==> config.mk <==
export PLATFORM = sky130hd
export DESIGN_NAME = mem_arbiter
export DESIGN_NICKNAME = d
export VERILOG_FILES = /design/src/rtl/mem_arb_pkg.sv /design/src/rtl/mem_arb_sel.sv /design/src/rtl/mem_arbiter.sv
export SDC_FILE = /design/constraint.sdc
export NUM_CORES = 1
export LEC_CHECK = 0
export BUFFER_PORTS_ARGS = -buffer_cell sky130_fd_sc_hd__buf_4
export CAP_MARGIN = 40
export CORE_MARGIN = 2
export CORE_UTILIZATION = 30
export CTS_CLUSTER_DIAMETER = 60
export DETAILED_ROUTE_END_ITERATION = 6
export GPL_TIMING_DRIVEN = 0
export PLACE_DENSITY = 0.57
export SYNTH_ARGS = -nofsm -noshare
export SYNTH_HDL_FRONTEND = slang
export SYNTH_SLANG_ARGS = --single-unit
==> constraint.sdc <==
create_clock -name clk -period 5.45 [get_ports clk]
set_clock_uncertainty 0.15 [all_clocks]
set_input_delay 0.545 -clock clk [delete_from_list [all_inputs] [get_ports clk]]
set_output_delay 0.545 -clock clk [all_outputs]
set_load 0.05 [all_outputs]
==> src/rtl/mem_arb_pkg.sv <==
// Shared types and requester indices for the two-port memory arbiter.
package mem_arb_pkg;

    localparam int NUM_REQ   = 2;
    localparam int LSU_IDX   = 0;
    localparam int FETCH_IDX = 1;

    typedef enum logic [1:0] {
        IDLE = 2'd0,
        BUSY = 2'd1,
        DONE = 2'd2
    } state_t;

endpackage

==> src/rtl/mem_arb_sel.sv <==
// Winner selection: one-hot grant from the request vector; on a tie the
// requester named by ptr wins (ptr is tied to LSU in the fixed-priority build).
module mem_arb_sel
    import mem_arb_pkg::*;
(
    input  logic [NUM_REQ-1:0] req,
    input  logic               ptr,
    output logic [NUM_REQ-1:0] grant
);

    always_comb begin
        grant = '0;
        if (req[LSU_IDX] && req[FETCH_IDX])
            grant[ptr] = 1'b1;
        else if (req[LSU_IDX])
            grant[LSU_IDX] = 1'b1;
        else if (req[FETCH_IDX])
            grant[FETCH_IDX] = 1'b1;
    end

endmodule

==> src/rtl/mem_arbiter.sv <==
// Two-requester (LSU/fetch) single-outstanding memory arbiter with BUSY timeout.
// Define MEM_ARB_ROUND_ROBIN_EN to replace fixed LSU priority with round-robin.
module mem_arbiter
    import mem_arb_pkg::*;
#(
    parameter int WORD_SIZE      = 32,
    parameter int ADDRESS_SIZE   = 16,
    parameter int TIMEOUT_CYCLES = 16
) (
    input  logic                                    clk,
    input  logic                                    rst,
    input  logic [NUM_REQ-1:0]                      req,
    input  logic [NUM_REQ-1:0]                      rnw,
    input  logic [NUM_REQ-1:0][ADDRESS_SIZE-1:0]    addr,
    input  logic [NUM_REQ-1:0][WORD_SIZE-1:0]       wdata,
    output logic [NUM_REQ-1:0]                      gnt,
    output logic [NUM_REQ-1:0]                      done,
    output logic [NUM_REQ-1:0]                      err,
    output logic [WORD_SIZE-1:0]                    rdata,
    output logic                                    mem_enable,
    output logic                                    mem_readnotwrite,
    output logic [ADDRESS_SIZE-1:0]                 mem_address,
    output logic [WORD_SIZE-1:0]                    mem_wdata,
    input  logic [WORD_SIZE-1:0]                    mem_rdata,
    input  logic                                    mem_data_ready
);

    // Counter holds BUSY cycles already elapsed, so the last allowed cycle sees TIMEOUT-1.
    localparam logic [7:0] TO_LAST = 8'(TIMEOUT_CYCLES - 1);

    state_t              state, state_nxt;
    logic [7:0]          busy_cnt;
    logic [NUM_REQ-1:0]  sel_gnt;
    logic [NUM_REQ-1:0]  owner;
    logic                win_idx;
    logic                timeout_hit;
    logic                arb_ptr;

    assign win_idx     = sel_gnt[FETCH_IDX];
    assign timeout_hit = (busy_cnt == TO_LAST);

`ifdef MEM_ARB_ROUND_ROBIN_EN
    // Points at the requester preferred on the next tie: the loser of the last grant.
    always_ff @(posedge clk) begin
        if (rst)
            arb_ptr <= 1'(LSU_IDX);
        else if (state == IDLE && |req)
            arb_ptr <= ~sel_gnt[FETCH_IDX];
    end
`else
    assign arb_ptr = 1'(LSU_IDX);
`endif

    mem_arb_sel u_sel (
        .req   (req),
        .ptr   (arb_ptr),
        .grant (sel_gnt)
    );

    always_ff @(posedge clk) begin
        if (rst)
            state <= IDLE;
        else
            state <= state_nxt;
    end

    always_comb begin
        state_nxt = state;
        case (state)
            IDLE:    if (|req) state_nxt = BUSY;
            BUSY:    if (mem_data_ready || timeout_hit) state_nxt = DONE;
            DONE:    state_nxt = IDLE;
            default: state_nxt = IDLE;
        endcase
    end

    always_ff @(posedge clk) begin
        if (rst) begin
            gnt              <= '0;
            done             <= '0;
            err              <= '0;
            rdata            <= '0;
            owner            <= '0;
            busy_cnt         <= '0;
            mem_enable       <= 1'b0;
            mem_readnotwrite <= 1'b1;
            mem_address      <= '0;
            mem_wdata        <= '0;
        end else begin
            gnt  <= '0;
            done <= '0;
            err  <= '0;
            case (state)
                IDLE: begin
                    if (|req) begin
                        owner            <= sel_gnt;
                        gnt              <= sel_gnt;
                        busy_cnt         <= '0;
                        mem_enable       <= 1'b1;
                        mem_readnotwrite <= rnw[win_idx];
                        mem_address      <= addr[win_idx];
                        mem_wdata        <= wdata[win_idx];
                    end
                end
                BUSY: begin
                    busy_cnt <= busy_cnt + 8'd1;
                    // A ready arriving on the last allowed cycle still wins over the timeout.
                    if (mem_data_ready || timeout_hit) begin
                        mem_enable <= 1'b0;
                        done       <= owner;
                        err        <= mem_data_ready ? '0 : owner;
                        rdata      <= (mem_data_ready && mem_readnotwrite) ? mem_rdata : '0;
                    end
                end
                DONE: rdata <= '0;
                default: ;
            endcase
        end
    end

endmodule
==> summary.md, run 1 <==
| Metric | Value |
|---|---|
| Die height | `118.4 um` |
| Slew headroom | `56.12%` |
| WL met2 | `5714 um` |
| Hold crit path type | `in -> reg` |
| Post-synth EDFFs | `0` |
| Area overhead of the layout relative to synthesis | `55.45%` |
| Avg WL per Cell | `15.17 um` |
| Top-count cell post-synth | `dfxtp_1` |
| Initial detailed-routing violation count | `145` |
| Core Area | `12670 um^2` |
| Clock root buffer | `clkbuf_16` |
| CTS sink cnt | `100` |
| Yosys warns | `0` |
| Reg-to-reg startpoint | `busy_cnt[0]` |
| VDD IR max | `0.1458 mV` |
| Crit-path max FO | `10` |
| Hold path depth | `2` |
| Seq cells post-synth | `100` |
| Synthesized Nets | `532` |
| Post-Syn Instances | `396` |
| Commonest cells in the netlist | `dfxtp_1 (100), nor2_1 (53), a211oi_1 (49), mux2i_1 (49), a22o_1 (23)` |
| Post-synth ARST share | `0%` |
| Largest area contributor in the netlist | `dfxtp_1` |
| I/O Buffers | `221` |
| Tcrit/Tclk final | `38.50%` |
| Total wire length | `12210 um` |
| Worst Setup End Kind | `flop` |
| Final ANT Viol Nets | `0` |
| Period minus WS final | `2.098 ns` |
| H-tree depth | `3` |
| Cell total after placement | `789` |
| DR vias/cell | `4.770` |
| Die area | `14010 um^2` |
| Final core utilization | `48.14%` |
| Nets | `764` |
| Top post-synthesis cells by area | `dfxtp_1 (51%), mux2i_1 (13%), a211oi_1 (9.4%)` |
| Diode count | `0` |
| Top-area cell type share of the netlist area | `51.02%` |
| First-pass GRT wire length | `19410 um` |
| Most common flop cell mapped by yosys | `dfxtp_1` |
| Pin count of the biggest net entering global routing | `18` |
| Grt ovf | `0` |
| Max Cap Viol | `0` |
| Initial Util | `30.97%` |
| Hold buffers post-CTS | `0` |
| Netlist cell types | `37` |
| Total Routing Usage GR | `17.51%` |
| Total CTS buffers | `9` |
| Status | `finished, final reports clean` |
| Non-Filler Instances | `805` |
| Worst Tran Pin Value | `0.6546 ns` |
| Met3 routed WL | `961 um` |
| Max layer used | `met4` |
| Cell Area, Synth | `3924 um^2` |
| Crit path DAT | `2.24 ns` |
| CTS tree | `yes` |
| FMAX | `476.6 MHz` |
| Ports | `223` |
| CTS clk-pin slew, worst paths | `0.07 ns` |
| Setup TNS | `0 ns` |
| CTS max path bufs | `2` |
| Critical path data required time | `5.59 ns` |
| Worst Hold End | `err[0]` |
| Num rows | `41` |
| WS Path Type | `reg -> reg` |
| Antenna violations before repair | `0` |
| Drt first pass iters | `6` |
| Slew Limit Fails | `0` |
| LEAKAGE | `2.939 nW` |
| Post-Syn Area per Cell | `9.908 um^2` |
| R2R depth | `7` |
| Clock Latency Late Sink | `0.34 ns` |
| Dpl cell area | `5798 um^2` |
| Setup Buffers After CTS | `0` |
| Pwr per Cell Area | `327.0 nW/um^2` |
| Register area share after synthesis | `51.02%` |
| Setup-failing EPs final | `0` |
| R2R setup slack | `3.35 ns` |
| DRC violations left | `0` |
| Post-cts resize count | `0` |
| Routability Congestion | `0.7623` |
| R2R Path End | `rdata[29]` |
| M1 wire length | `5160 um` |
| Proportion of layout cells with a drive suffix above 1 | `40.44%` |
| HP Start | `mem_data_ready` |
| Hold Vio Cnt, Final | `0` |
| Vias in the first global route | `3802` |
| CP startpoint kind | `flop` |
| Dpl hpwl | `9455 um` |
| DR vias | `3840` |
| Die Wd | `118.4 um` |
| RSZ-0062 raised after global routing | `no` |
| Final Instance Area | `6100 um^2` |
[worst max-delay path, stage by stage (launching register included)]
cell      delay [ns]
dfxtp_1         0.33
ha_1            0.22
and3_1          0.18
clkbuf_1        0.16
a21o_1          0.19
a21oi_1         0.35
buf_2           0.30
a22o_1          0.16
[how the worst max path moves through the flow]
stage / start / to / slack (ns) / depth (start not counted)
finish: busy_cnt[0] / rdata[29] / 3.35 / 7
global placement: req[0] / mem_address[4] / 3.19 / 6
global route: busy_cnt[0] / rdata[26] / 3.12 / 7
floorplan: rst / rdata[18] / 3.62 / 6
CTS: busy_cnt[0] / rdata[29] / 3.33 / 7
detailed placement: req[0] / mem_address[8] / 3.15 / 6
[sequential cells by signal (all words and copies together), names as in the netlist]
register and count:
state 2, mem_address 16, mem_readnotwrite 1, owner 2, rdata 32, mem_wdata 32, gnt 2, busy_cnt 8
err 2, done 2, mem_enable 1
[metrics by stage]
step	hold WS, ns	setup WS, ns	total power [mW]
after floorplan	0.2897	3.622	1.162
after global placement	0.3087	3.194	1.367
after detailed placement	0.3086	3.152	1.374
after CTS	0.2374	3.329	2.019
after global routing	0.2477	3.120	2.086
final	0.2563	3.352	1.994
[cell families (layout without fill, tap and decap cells)]
logic type	Yosys count	count (layout)	synth area share, %
AO/OA/AOI/OAI	112	112	20.28
flip-flops	100	100	51.02
adder cells (fa/ha/maj)	1	1	0.3188
AND/OR/NAND/NOR	96	96	11.16
multiplexers	50	50	12.79
buffers and inverters	37	274	4.432
[metal layers]
metal,up-vias,global-route usage [%]
met5,-,0
met4,0,8.133
met3,26,5.357
met2,180,28.76
met1,1729,20.86
li1,1905,-
[where the power goes]
group,switching (mW),internal (mW)
clock,0.283,0.358
combinational,0.338,0.196
sequential,0.0319,0.788
[layout make-up]
| cell class | count | area (um^2) |
|---|---|---|
| Clock buffer | 9 | 225.2 |
| Clock inverter | 7 | 76.32 |
| Fill cell | 1235 | 6571 |
| Multi-Input combinational cell | 259 | 1748 |
| Sequential cell | 100 | 2002 |
| Timing Repair Buffer | 221 | 1659 |
| Tap cell | 172 | 215.2 |
| Inverter | 2 | 7.507 |
| Buffer | 35 | 166.4 |
[layout by cell type, fill, tap and decap left out, types with 2 or more instances in the layout]
| master | count |
|---|---|
| clkbuf_1 | 20 |
| nand3_1 | 5 |
| clkbuf_16 | 9 |
| a22o_1 | 23 |
| nor4b_1 | 2 |
| mux2i_1 | 49 |
| nand2_1 | 17 |
| a211oi_1 | 49 |
| buf_6 | 2 |
| o21ai_0 | 10 |
| a21oi_1 | 22 |
| nor3_1 | 3 |
| buf_4 | 223 |
| clkinvlp_4 | 2 |
| nor3b_1 | 2 |
| buf_2 | 10 |
| nand2b_1 | 2 |
| nor2_1 | 53 |
| and3_1 | 2 |
| or3_1 | 2 |
| dfxtp_1 | 100 |
| clkinv_4 | 2 |
| inv_1 | 2 |
| or2_2 | 2 |
| a21o_1 | 2 |
(Power assumes the default switching activity.)
==> run 2, diff against run 1 <==
Settings changed: PLACE_DENSITY 0.57 to 0.59.
Clock period 5.45 ns to 1.75 ns, I/O delays scaled along.
==> summary.md, run 2 (same netlist as run 1, synthesis figures left out) <==
| Metric | Value |
|---|---|
| CTS sink cnt | `100 (unchanged)` |
| Max Cap Viol | `0 (unchanged)` |
| Most common cell after layout, fill and taps aside | `buf_4` |
| Internal power | `4.267 mW (+220%)` |
| H-tree depth | `3 (unchanged)` |
| Die height | `118.4 um (unchanged)` |
| Worst Hold End | `mem_address[10]` |
| Hold Vio Cnt, Final | `0 (unchanged)` |
| Clock root buffer | `clkbuf_16` |
| Most frequent cells in the layout | `buf_4 (232), dfxtp_1 (96), nor2_1 (53)` |
| Vias in the first global route | `4078 (+7.3%)` |
| Sequential power share | `40.5% (-0.6 points)` |
| Setup-failing EPs final | `0 (unchanged)` |
| Initial Util | `30.97% (unchanged)` |
| WP buf/inv | `3 (+1)` |
| DRC violations left | `0 (unchanged)` |
| DR vias | `4062 (+5.8%)` |
| Nets | `811 (+6.2%)` |
| Total CTS buffers | `9 (unchanged)` |
| Hold WS | `0.02934 ns (-0.2269 ns)` |
| CTS clk-pin slew, worst paths | `0.07 ns (about the same)` |
| R2R Path End | `rdata[8]` |
| Status | `finished, final reports clean` |
| Clock share of power | `31.0% (-1.1 points)` |
| Antenna violations before repair | `0 (unchanged)` |
| Ports | `223 (unchanged)` |
| Worst-path cell chain | `nor2b_1, buf_4, and3_4, buf_6, nor2b_4, buf_6, a22o_1` |
| Grt ovf | `0 (unchanged)` |
| Dpl cell area | `5804 um^2 (+0.11%)` |
| Total wire length | `13130 um (+7.6%)` |
| Comb pwr share | `28.5% (+1.7 points)` |
| Pin count of the biggest net entering global routing | `17 (-1)` |
| Crit-path max FO | `6 (-4)` |
| DR vias/cell | `4.773 (about the same)` |
| LEAKAGE | `3.179 nW (+8.2%)` |
| VDD IR max | `0.4311 mV (+200%)` |
| Worst Setup End Kind | `flop` |
| Die area | `14010 um^2 (unchanged)` |
| Max incr delay on CP | `0.36 ns (about the same)` |
| Total Routing Usage GR | `18.15% (+0.64 points)` |
| Avg WL per Cell | `15.43 um (+1.7%)` |
| CP startpoint kind | `flop` |
| HP Start | `addr[26]` |
| Final Instance Area | `6643 um^2 (+8.9%)` |
| Multi-input logic area | `1795 um^2 (+2.7%)` |
| Regs by FF count | `mem_wdata: 32 flops, rdata: 32 flops, mem_address: 16 flops` |
| Clock Latency Late Sink | `0.34 ns (about the same)` |
| Proportion of layout cells with a drive suffix above 1 | `41.83% (+1.4 points)` |
| Reg area | `2009 um^2 (+0.38%)` |
| Fill cell count | `1132 (-8.3%)` |
| First-pass GRT wire length | `20400 um (+5.1%)` |
| Switching share of total power | `32.45% (-0.28 points)` |
| Crit path DAT | `1.79 ns (-0.45 ns)` |
| Non-Filler Instances | `851 (+5.7%)` |
| Cell total after placement | `789 (unchanged)` |
| I/O Buffers | `221 (unchanged)` |
| Area overhead of the layout relative to synthesis | `69.29%` |
| CTS tree | `yes` |
| R2R depth | `7 (unchanged)` |
| Initial detailed-routing violation count | `148 (+2.1%)` |
| Critical path data required time | `1.83 ns (-3.76 ns)` |
| Num rows | `41 (unchanged)` |
| Core Area | `12670 um^2 (unchanged)` |
| Routability Congestion | `0.8256 (+8.3%)` |
| Hold path depth | `3 (+1)` |
| Net Sw Power | `2.050 mW (+210%)` |
| Slew headroom | `63.37% (+7.2 points)` |
| Worst Tran Pin Value | `0.5495 ns (-0.1051 ns)` |
| Hold crit path type | `in -> reg` |
| Tcrit/Tclk final | `97.30% (+59 points)` |
| Diode count | `0 (unchanged)` |
| Crit path max-delay cell type | `dfxtp_4` |
| RSZ-0062 raised after global routing | `yes` |
| Die Wd | `118.4 um (unchanged)` |
| Pwr per Cell Area | `951.0 nW/um^2 (+190%)` |
| Crit path max-delay family | `simple AND/OR/NAND/NOR gates` |
| FMAX | `587.3 MHz (+23%)` |
| CTS max path bufs | `2 (unchanged)` |
| Final ANT Viol Nets | `0 (unchanged)` |
| R2R setup slack | `0.05 ns (-3.30 ns)` |
| Cell mode on critical path | `buf_6` |
| Reg-to-reg startpoint | `state[0]` |
| Dpl hpwl | `9436 um (-0.21%)` |
| Slew Limit Fails | `0 (unchanged)` |
| WS Path Type | `reg -> reg` |
| Period minus WS final | `1.703 ns (-0.3953 ns)` |
| Drt first pass iters | `4 (-2)` |
==> run 2: changes by cell type in the layout (fill, tap and decap cells not counted), moves of 4 or more <==
cell / delta
buf_6: +7
clkbuf_1: -7
dlygate4sd3_1: +35
clkbuf_2: +4
buf_4: +9
dfxtp_1: -4
==> run 2: worst max path at each step <==
stage | startpoint | endpoint | slack [ns] | depth (start not counted)
floorplan | busy_cnt[0] | rdata[21] | 0.01 | 7
global placement | busy_cnt[0] | rdata[29] | -0.22 | 7
detailed placement | busy_cnt[0] | rdata[24] | -0.25 | 7
CTS | busy_cnt[0] | rdata[27] | 0.006 | 6
global route | busy_cnt[0] | rdata[18] | -0.002 | 6
finish | state[0] | rdata[8] | 0.05 | 7
==> run 2: what timing repair did <==
item	4_1_cts	5_1_grt
setup buffers	4	6
endpoints found under the hold margin	37	0
gates resized for setup	11	27
hold buffers	35	0
pin swaps	2	2
endpoints found under the setup margin	82	49
gates cloned	0	4
==> run 2: per-layer routing <==
metal  up-vias  wire [um]  GRT usage [%]  share of wire, %
met5         -          0              0                 0
met3        12       1185          6.805               9.0
met4         0        150          5.422               1.1
met1      1879       5394          20.68                41
met2       176       6400          31.47                49
li1       1995          -              -                 -
==> run 2: area by class of cell <==
| type | instances | share of cell area (%) |
|---|---|---|
| repair buffers | 270 | 32.25 |
| inverters | 2 | 0.1130 |
| clock inverters | 6 | 0.9606 |
| clock buffers | 9 | 3.390 |
| flip-flops and latches | 100 | 30.25 |
| plain buffers | 33 | 2.769 |
| well taps | 172 | 3.240 |
| multi-input cells | 259 | 27.03 |
==> run 2: tightest hold or removal path: cells and delay by family <==
kind / cells / cell delay, ns
AO/OA/AOI/OAI: 1 / 0.08
buffers and inverters: 1 / 0.11
multiplexers: 1 / 0.11
==> run 2: metrics by stage <==
| step | power [mW] | TNS [ns] | util, % | worst slack [ns] |
|---|---|---|---|---|
| after CTS | 6.349 | 0 | 51.44 | 0.006428 |
| after detailed placement | 4.282 | -11.80 | 45.81 | -0.2467 |
| after global routing | 6.611 | -0.002329 | 52.42 | -0.002329 |
| after global placement | 4.260 | -11.08 | 45.81 | -0.2226 |
| after floorplan | 3.620 | 0 | - | 0.01206 |
| final | 6.317 | 0 | 52.42 | 0.04725 |
==> run 2: power by group through the flow <==
stage               combinational [mW]  sequential [mW]  clock (mW)
floorplan                        0.450             3.17           0
global placement                  1.66             2.60           0
detailed placement                1.68             2.60           0
CTS                               1.78             2.56        2.02
global route                      1.91             2.58        2.12
finish                            1.80             2.56        1.96
